## config.mk

```make
export PLATFORM = sky130hd
export DESIGN_NAME = fir_out_decimator
export DESIGN_NICKNAME = d
export VERILOG_FILES = /design/src/rtl/fir_out_decimator.sv
export SDC_FILE = /design/constraint.sdc
export NUM_CORES = 1
export LEC_CHECK = 0
export CORE_MARGIN = 2
export CORE_UTILIZATION = 62
export DETAILED_ROUTE_END_ITERATION = 8
export GPL_TIMING_DRIVEN = 1
export PLACE_DENSITY_LB_ADDON = 0.25
export SETUP_SLACK_MARGIN = 0.4
export SKIP_LAST_GASP = 1
export SYNTH_ARGS = -nofsm -noshare
export SYNTH_HDL_FRONTEND = slang
export SYNTH_SLANG_ARGS = --single-unit
export TNS_END_PERCENT = 100
```

## constraint.sdc

```tcl
create_clock -name clk -period 5.2 [get_ports clk]
set_input_delay 0.52 -clock clk [delete_from_list [all_inputs] [get_ports clk]]
set_output_delay 0.52 -clock clk [all_outputs]
set_load 0.1 [all_outputs]
```

## src/rtl/fir_out_decimator.sv

```systemverilog
// fir_out_decimator: FIR output stage. Drops the filter warm-up samples,
// decimates by DECIM, rounds/saturates to DOUT_W bits, and buffers the
// result in a first-word-fall-through FIFO with sticky sat/ovf flags.
`timescale 1ns/1ps
module fir_out_decimator #(
  parameter int DIN_W  = 20,
  parameter int DOUT_W = 10,
  parameter int SHIFT  = 9,   // >= 1
  parameter int DECIM  = 2,   // >= 1, 1 = keep every sample
  parameter int FILL   = 24,  // samples discarded after reset
  parameter int DEPTH  = 8    // power of two, >= 2
) (
  input  logic                       clk,
  input  logic                       rst,        // async, active low
  input  logic [DIN_W-1:0]           din,
  input  logic                       en,
  output logic [DOUT_W-1:0]          dout_data,
  output logic                       dout_valid,
  input  logic                       dout_ready,
  output logic [$clog2(DEPTH):0]     level,
  output logic                       sat_flag,
  output logic                       ovf_flag,
  input  logic                       flag_clr
);

  localparam int AW = $clog2(DEPTH);
  localparam int CW = (FILL > 1)  ? $clog2(FILL + 1) : 1;
  localparam int PW = (DECIM > 1) ? $clog2(DECIM)    : 1;

  localparam logic signed [DIN_W:0] HALF = (DIN_W+1)'(1) << (SHIFT - 1);
  localparam logic signed [DIN_W:0] QMAX = (DIN_W+1)'((1 << (DOUT_W - 1)) - 1);
  localparam logic signed [DIN_W:0] QMIN = ~QMAX;  // -2^(DOUT_W-1)

  typedef enum logic {WARMUP, RUN} state_t;
  // With no warm-up to discard, reset lands directly in RUN.
  localparam state_t RST_ST = (FILL == 0) ? RUN : WARMUP;

  state_t              state_q, state_d;
  logic [CW-1:0]       warm_cnt_q, warm_cnt_d;
  logic [PW-1:0]       phase_q, phase_d;
  logic [DOUT_W-1:0]   r_data_q, r_data_d;
  logic                r_vld_q, r_vld_d;
  logic [AW:0]         wr_ptr_q, wr_ptr_d;
  logic [AW:0]         rd_ptr_q, rd_ptr_d;
  logic [AW:0]         level_q, level_d;
  logic                sat_flag_q, sat_flag_d;
  logic                ovf_flag_q, ovf_flag_d;
  logic [DEPTH-1:0][DOUT_W-1:0] mem_q, mem_d;

  logic                keep;
  logic signed [DIN_W:0] t_rnd, q_sh;
  logic [DOUT_W-1:0]   rq;
  logic                sat;
  logic                full, empty, rd, wr, ovf_set;

  // Warm-up / decimation sequencing; everything holds while en is low.
  always_comb begin
    state_d    = state_q;
    warm_cnt_d = warm_cnt_q;
    phase_d    = phase_q;
    keep       = 1'b0;
    if (en) begin
      case (state_q)
        WARMUP: begin
          warm_cnt_d = warm_cnt_q + CW'(1);
          if (warm_cnt_q == CW'(FILL - 1)) state_d = RUN;
        end
        RUN: begin
          keep    = (phase_q == '0);
          phase_d = (phase_q == PW'(DECIM - 1)) ? '0 : phase_q + PW'(1);
        end
        default: state_d = RST_ST;
      endcase
    end
  end

  // Round half-up in one extra bit, arithmetic shift, then clamp.
  always_comb begin
    t_rnd = {din[DIN_W-1], din} + HALF;
    q_sh  = t_rnd >>> SHIFT;
    rq    = q_sh[DOUT_W-1:0];
    sat   = 1'b0;
    if (q_sh > QMAX) begin
      rq  = QMAX[DOUT_W-1:0];
      sat = 1'b1;
    end else if (q_sh < QMIN) begin
      rq  = QMIN[DOUT_W-1:0];
      sat = 1'b1;
    end
  end

  // FIFO status; a write into a full FIFO is allowed only alongside a read.
  always_comb begin
    empty   = (wr_ptr_q == rd_ptr_q);
    full    = (wr_ptr_q[AW] != rd_ptr_q[AW]) &&
              (wr_ptr_q[AW-1:0] == rd_ptr_q[AW-1:0]);
    rd      = !empty && dout_ready;
    wr      = r_vld_q && (!full || rd);
    ovf_set = r_vld_q && full && !rd;
  end

  // Next state for the requant register, FIFO pointers, level and flags.
  always_comb begin
    r_data_d = keep ? rq : r_data_q;
    r_vld_d  = keep;
    wr_ptr_d = wr ? wr_ptr_q + (AW+1)'(1) : wr_ptr_q;
    rd_ptr_d = rd ? rd_ptr_q + (AW+1)'(1) : rd_ptr_q;
    level_d  = level_q;
    case ({wr, rd})
      2'b10:   level_d = level_q + (AW+1)'(1);
      2'b01:   level_d = level_q - (AW+1)'(1);
      default: level_d = level_q;
    endcase
    mem_d = mem_q;
    if (wr) mem_d[wr_ptr_q[AW-1:0]] = r_data_q;
    // Clear first so a same-edge set wins.
    sat_flag_d = flag_clr ? 1'b0 : sat_flag_q;
    ovf_flag_d = flag_clr ? 1'b0 : ovf_flag_q;
    if (keep && sat) sat_flag_d = 1'b1;
    if (ovf_set)     ovf_flag_d = 1'b1;
  end

  // Control and datapath registers with async active-low reset.
  always_ff @(posedge clk or negedge rst) begin
    if (!rst) begin
      state_q    <= RST_ST;
      warm_cnt_q <= '0;
      phase_q    <= '0;
      r_data_q   <= '0;
      r_vld_q    <= 1'b0;
      wr_ptr_q   <= '0;
      rd_ptr_q   <= '0;
      level_q    <= '0;
      sat_flag_q <= 1'b0;
      ovf_flag_q <= 1'b0;
    end else begin
      state_q    <= state_d;
      warm_cnt_q <= warm_cnt_d;
      phase_q    <= phase_d;
      r_data_q   <= r_data_d;
      r_vld_q    <= r_vld_d;
      wr_ptr_q   <= wr_ptr_d;
      rd_ptr_q   <= rd_ptr_d;
      level_q    <= level_d;
      sat_flag_q <= sat_flag_d;
      ovf_flag_q <= ovf_flag_d;
    end
  end

  // FIFO storage needs no reset; the output is masked while empty.
  always_ff @(posedge clk) begin
    mem_q <= mem_d;
  end

  assign dout_valid = !empty;
  assign dout_data  = empty ? '0 : mem_q[rd_ptr_q[AW-1:0]];
  assign level      = level_q;
  assign sat_flag   = sat_flag_q;
  assign ovf_flag   = ovf_flag_q;

endmodule

```

Yosys cells after proc, flatten, opt, wreduce, memory -nomap -nowiden
Cells that the tools add are included.
{ "classes": {"n_reduce_logical": 16, "n_addsub": 7, "n_mux": 19, "bitwise": 2, "n_lt_le_gt_ge": 5, "eq_ne": 6} }
{ "ops": {"columns": ["operator", "count"], "rows": [
  ["80-bit bitwise mux", 1],
  ["10-bit 2-to-1 mux", 5],
  ["10-bit binary-select mux with 3-bit select", 1],
  ["10-bit demux with 3-bit select", 1],
  ["20-bit by 10-bit adder with 21-bit output (second input constant)", 1],
  ["4-bit by 1-bit adder with 4-bit output (second input constant)", 3],
  ["12-bit by 10-bit > comparator with 1-bit output (second input constant)", 1],
  ["12-bit by 10-bit less-than comparator with 1-bit output (second input constant)", 1],
  ["1-bit 2-to-1 mux", 10],
  ["3-bit by 4-bit less-than comparator with 1-bit output (second input constant)", 2],
  ["4-bit one-hot mux with 2 select lines", 1],
  ["1-bit logical AND", 7],
  ["2-bit nonzero test", 3],
  ["5-bit by 1-bit adder with 5-bit output (second input constant)", 1],
  ["5-bit == test (second input constant)", 1],
  ["4-bit == test", 1],
  ["2-bit AND reduction", 2],
  ["4-bit by 1-bit subtractor with 4-bit output (second input constant)", 1],
  ["3-bit == test", 1],
  ["3-bit by 1-bit greater-or-equal comparator with 1-bit output (second input constant)", 1],
  ["1-bit logical NOT", 3],
  ["2-bit by 1-bit == test with 1-bit output (second input constant)", 1],
  ["2-bit == test (second input constant)", 1],
  ["1-bit inverter", 2],
  ["3 further kinds", 3]
]} }
{ "word_totals": {"wordCells": 73, "inputBits": 25, "register_bits": 112} }

Logic depth before layout (Yosys ltp)
{ "depth": {"depth_word": 7, "ltp_mapped": 14} }

Least setup slack after synthesis
No wires, ideal clock.
{ "synth_timing": {"path_kind": "reg2out", "start": "reg rd_ptr_q[1]", "end": "out dout_data[1]", "path_slack_ns": 2.243, "n_path_buf": 2, "stages_incl_launch_ff": 6, "required_time_ns": 4.680, "arrival_time_ns": 2.437, "cell_sequence": "dfrtp_1 > buf_2 > clkbuf_1 > mux4_2 > mux2i_1 > nor2_1"} }
{ "synth_between": {"elab_chain_cells": 3} }
{ "synth_rtl": {"columns": ["element", "line", "text"], "rows": [
  ["from (decl)", "44", "logic [AW:0] rd_ptr_q, rd_ptr_d;"],
  ["from (signal assigned)", "143", "rd_ptr_q <= rd_ptr_d;"],
  ["10-bit binary-select mux with 3-bit select", "156", "assign dout_data = empty ? '0 : mem_q[rd_ptr_q[AW-1:0]];"],
  ["10-bit 2-to-1 mux (not written as such)", "156", null],
  ["10-bit 2-to-1 mux (*)", "156", null],
  ["to (decl)", "17", "output logic [DOUT_W-1:0] dout_data,"]
]} }
Every way passes the cells marked *; elsewhere a longest branch is shown, timed or not. The select of a mux whose other input is x is not followed.

Final worst setup path
{ "layout_timing": {"start": "reg rd_ptr_q[2]", "end": "out dout_data[2]"} }
Same word-level chain as after synthesis.

==> qor_table.md <==
| Quantity | This run | Unit |
|---|---|---|
| Maximum number of pins on one net before global-route repair | 33 | - |
| Die outline height | 93.0 | µm |
| Post-CTS setup-driven buffer insertion count | 0 | - |
| Number of antenna violations at the first check in global routing | 0 | - |
| Hold Fails Final Rpt | 0 | - |
| GR Overflow Total | 0 | - |
| H-tree levels | 3 | - |
| Number of port buffers | 33 | - |
| Maximum buffer depth of the clock tree | 2 | - |
| Count of cell types in the netlist | 51 | - |
| Vias post-DR | 2564 | - |
| Latest clock arrival within the worst-skew pair | 0.36 | ns |
| Seq cells post-synth | 112 | - |
| Share of flip-flops with an asynchronous set or reset | 0.286 | - |
| Number of iterations in the first detailed-routing pass | 4 | - |
| Most Crowded Layer GR | met2 | - |
| Final count of negative-setup-slack endpoints | 0 | - |
| Startpoint type of the worst setup path | flop | - |
| DRC | 0 | - |
| Site Rows | 32 | - |
| Syn nets | 335 | - |
| Top cells by count, synth | 80 x sky130_fd_sc_hd__edfxtp_1, 32 x sky130_fd_sc_hd__dfrtp_1, 23 x sky130_fd_sc_hd__nand2_1 | - |
| Max Transition Viols Final | 0 | - |
| Count of pins on the block boundary | 42 | - |
| Run status | complete, no violations | - |
| Arrival time at the worst endpoint | 3.01 | ns |
| Die outline width | 93.0 | µm |
| Worst rel slew slack | 0.260 | - |
| Synthesis Warnings | 0 | - |
| Post-synth EDFFs | 80 | - |
| Final total negative setup slack | 0 | ns |
| End-of-flow core utilization | 0.722 | - |
| Final clock skew | 0.00852 | ns |
| Average footprint of a synthesized cell | 16.3 | µm² |
| Number of max-capacitance violations reported | 0 | - |
| Transition time of the tightest slew-check pin | 1.11 | ns |
| DR vias/cell | 5.74 | - |
| Vias in the first global route | 2561 | - |
| Hold buffer count at cts | 0 | - |
| Count of mapped cells out of synthesis | 302 | - |
| DR WL/cell | 18.0 | µm |
| Met3 routing resource usage after global routing | 0.0379 | - |
| Fmax | 283 | MHz |
| Fraction of synthesized cell area taken by the top area cell type | 0.489 | - |
| Number of design-rule violations left by the first detailed-router iteration | 108 | - |
| Ratio of cells with drive above 1 in the final layout | 0.194 | - |
| Die outline area | 8640 | µm² |
| Setup CP Type | reg2out | - |
| Global placement routability congestion | 0.782 | - |
| CTS clock-pin slew for the worst setup and hold paths | 0.10 | ns |
| GRT met2 Usage | 0.368 | - |
| First-pass GRT wire length | 13000 | µm |
| Resized cells post-CTS | 0 | - |
| Num Clock Sinks | 112 | - |
| Sequential area share after synthesis | 0.653 | - |
| Final min period | 3.53 | ns |
| Hold WC Path Type | reg2reg | - |
| Initial Util | 0.639 | - |
| Clock tree from TritonCTS | yes | - |
| Ys flop type | sky130_fd_sc_hd__edfxtp_1 | - |
| Number of clock buffers inserted by TritonCTS | 9 | - |
| Count of inserted antenna diode cells | 0 | - |
| Detail Route Antenna Nets | 0 | - |
| Combined global-route utilization of all metal layers | 0.205 | - |
| Area added between synthesis and finish | 13.2 | % |
| Ranking of synthesized cells by area | sky130_fd_sc_hd__edfxtp_1 49%, sky130_fd_sc_hd__dfrtp_1 16%, sky130_fd_sc_hd__mux4_2 9.2% | - |
| Most common cell in the synthesized netlist | sky130_fd_sc_hd__edfxtp_1 | - |
| Worst-path fanout max | 13 | - |
| RSZ-0062 raised after global routing | false | - |
| Cell type contributing the most total cell area after synthesis | sky130_fd_sc_hd__edfxtp_1 | - |
| Core Box Area | 7690 | µm² |
| Net total in the final layout | 373 | - |
| Reg2Reg Setup Slack | 2.10 | ns |
| Met1 Use GR | 0.254 | - |
| Critical path data required time | 4.68 | ns |
| Placed wire-length estimate | 5700 | µm |
| Clock root cell | sky130_fd_sc_hd__clkbuf_8 | - |
| Synthesized area | 4910 | µm² |
| Worst Setup End Kind | output port | - |
| Final period util | 0.679 | - |
| Total wire length after detailed routing | 8060 | µm |
==> cell type report <==
type / count / area [µm²]
multi-input cells: 167 / 1610
inverters: 8 / 30.0
flip-flops and latches: 112 / 3200
clock inverters: 7 / 60.1
repair buffers: 42 / 398
well taps: 102 / 128
fillers: 506 / 2130
clock buffers: 9 / 124
==> metrics by stage <==
step                      hold WS, ns  worst slack (ns)  area, µm²  std cells
after floorplan                 0.224              2.24       4910        302
after global placement          0.451              1.96       5370        431
after detailed placement        0.460              1.97       5370        431
final                           0.474              1.67       5550        447
after global routing            0.511              1.51       5550        447
after CTS                       0.479              1.56       5550        447
==> sequential cells by signal, indices dropped and copies added (netlist names), 4 cells and up <==
signal      count
mem_q          80
r_data_q       10
level           4
wr_ptr_q        4
warm_cnt_q      5
rd_ptr_q        4
==> cell usage in the layout (no fill, tap or decap), types with 2 or more instances in the layout <==
cell type / instances
sky130_fd_sc_hd__nor3b_1: 2
sky130_fd_sc_hd__a21o_1: 2
sky130_fd_sc_hd__nand2_1: 23
sky130_fd_sc_hd__inv_6: 3
sky130_fd_sc_hd__edfxtp_1: 80
sky130_fd_sc_hd__xor2_1: 12
sky130_fd_sc_hd__nor3_1: 2
sky130_fd_sc_hd__o211ai_1: 8
sky130_fd_sc_hd__nor3_2: 2
sky130_fd_sc_hd__nor4b_2: 2
sky130_fd_sc_hd__a21oi_1: 2
sky130_fd_sc_hd__nor2_1: 17
sky130_fd_sc_hd__buf_4: 9
sky130_fd_sc_hd__mux2i_1: 10
sky130_fd_sc_hd__clkbuf_8: 9
sky130_fd_sc_hd__and3_1: 2
sky130_fd_sc_hd__nand3_1: 4
sky130_fd_sc_hd__mux4_2: 20
sky130_fd_sc_hd__clkinv_4: 2
sky130_fd_sc_hd__clkdlybuf4s50_1: 33
sky130_fd_sc_hd__o21ai_0: 7
sky130_fd_sc_hd__xnor2_1: 10
sky130_fd_sc_hd__inv_1: 7
sky130_fd_sc_hd__xnor2_4: 3
sky130_fd_sc_hd__nand4_1: 6
sky130_fd_sc_hd__ha_1: 7
sky130_fd_sc_hd__dfrtp_1: 32
==> routing by layer <==
metal  vias to the layer above  routed length (µm)
met5                         -                   0
met4                         0                  52
met3                         5                 318
met2                        49                4420
met1                      1281                3270
li1                       1229                   -
==> kinds of logic (layout without fill, tap and decap cells) <==
group,count (synthesis),count (layout),share of synthesized area
DFF,112,112,0.653
and+or+nand+nor,72,72,0.0780
muxes,33,33,0.120
AOI/OAI and AO/OA,28,28,0.0433
xor gates and xnor gates,26,26,0.0594
buffers and inverters,23,66,0.0250
adders and majority gates,8,8,0.0219
==> path summary, 6_finish.rpt <==
| check | cells past startpoint | to | startpoint |
|---|---|---|---|
| worst min register to register | 1 | level[3] | level[3] |
| worst max register to register | 12 | level[3] | rd_ptr_q[2] |
| min in group asynchronous | 2 | warm_cnt_q[0] | rst |
| worst max-delay path | 5 | dout_data[2] | rd_ptr_q[2] |
| max in group asynchronous | 2 | r_data_q[5] | rst |
| worst min-delay path | 1 | level[3] | level[3] |
==> worst max-delay path, cell delays in order (launching register included) <==
cell and delay [ns]:
sky130_fd_sc_hd__dfrtp_1 0.89, sky130_fd_sc_hd__xnor2_4 0.19, sky130_fd_sc_hd__nand3_4 0.14, sky130_fd_sc_hd__nor2b_4 0.33, sky130_fd_sc_hd__nor2_1 0.11, sky130_fd_sc_hd__clkdlybuf4s50_1 0.99
Power is left out: the tool's default activity adds up to more than one toggle a clock period on the data nets, which glitch-free logic cannot reach.
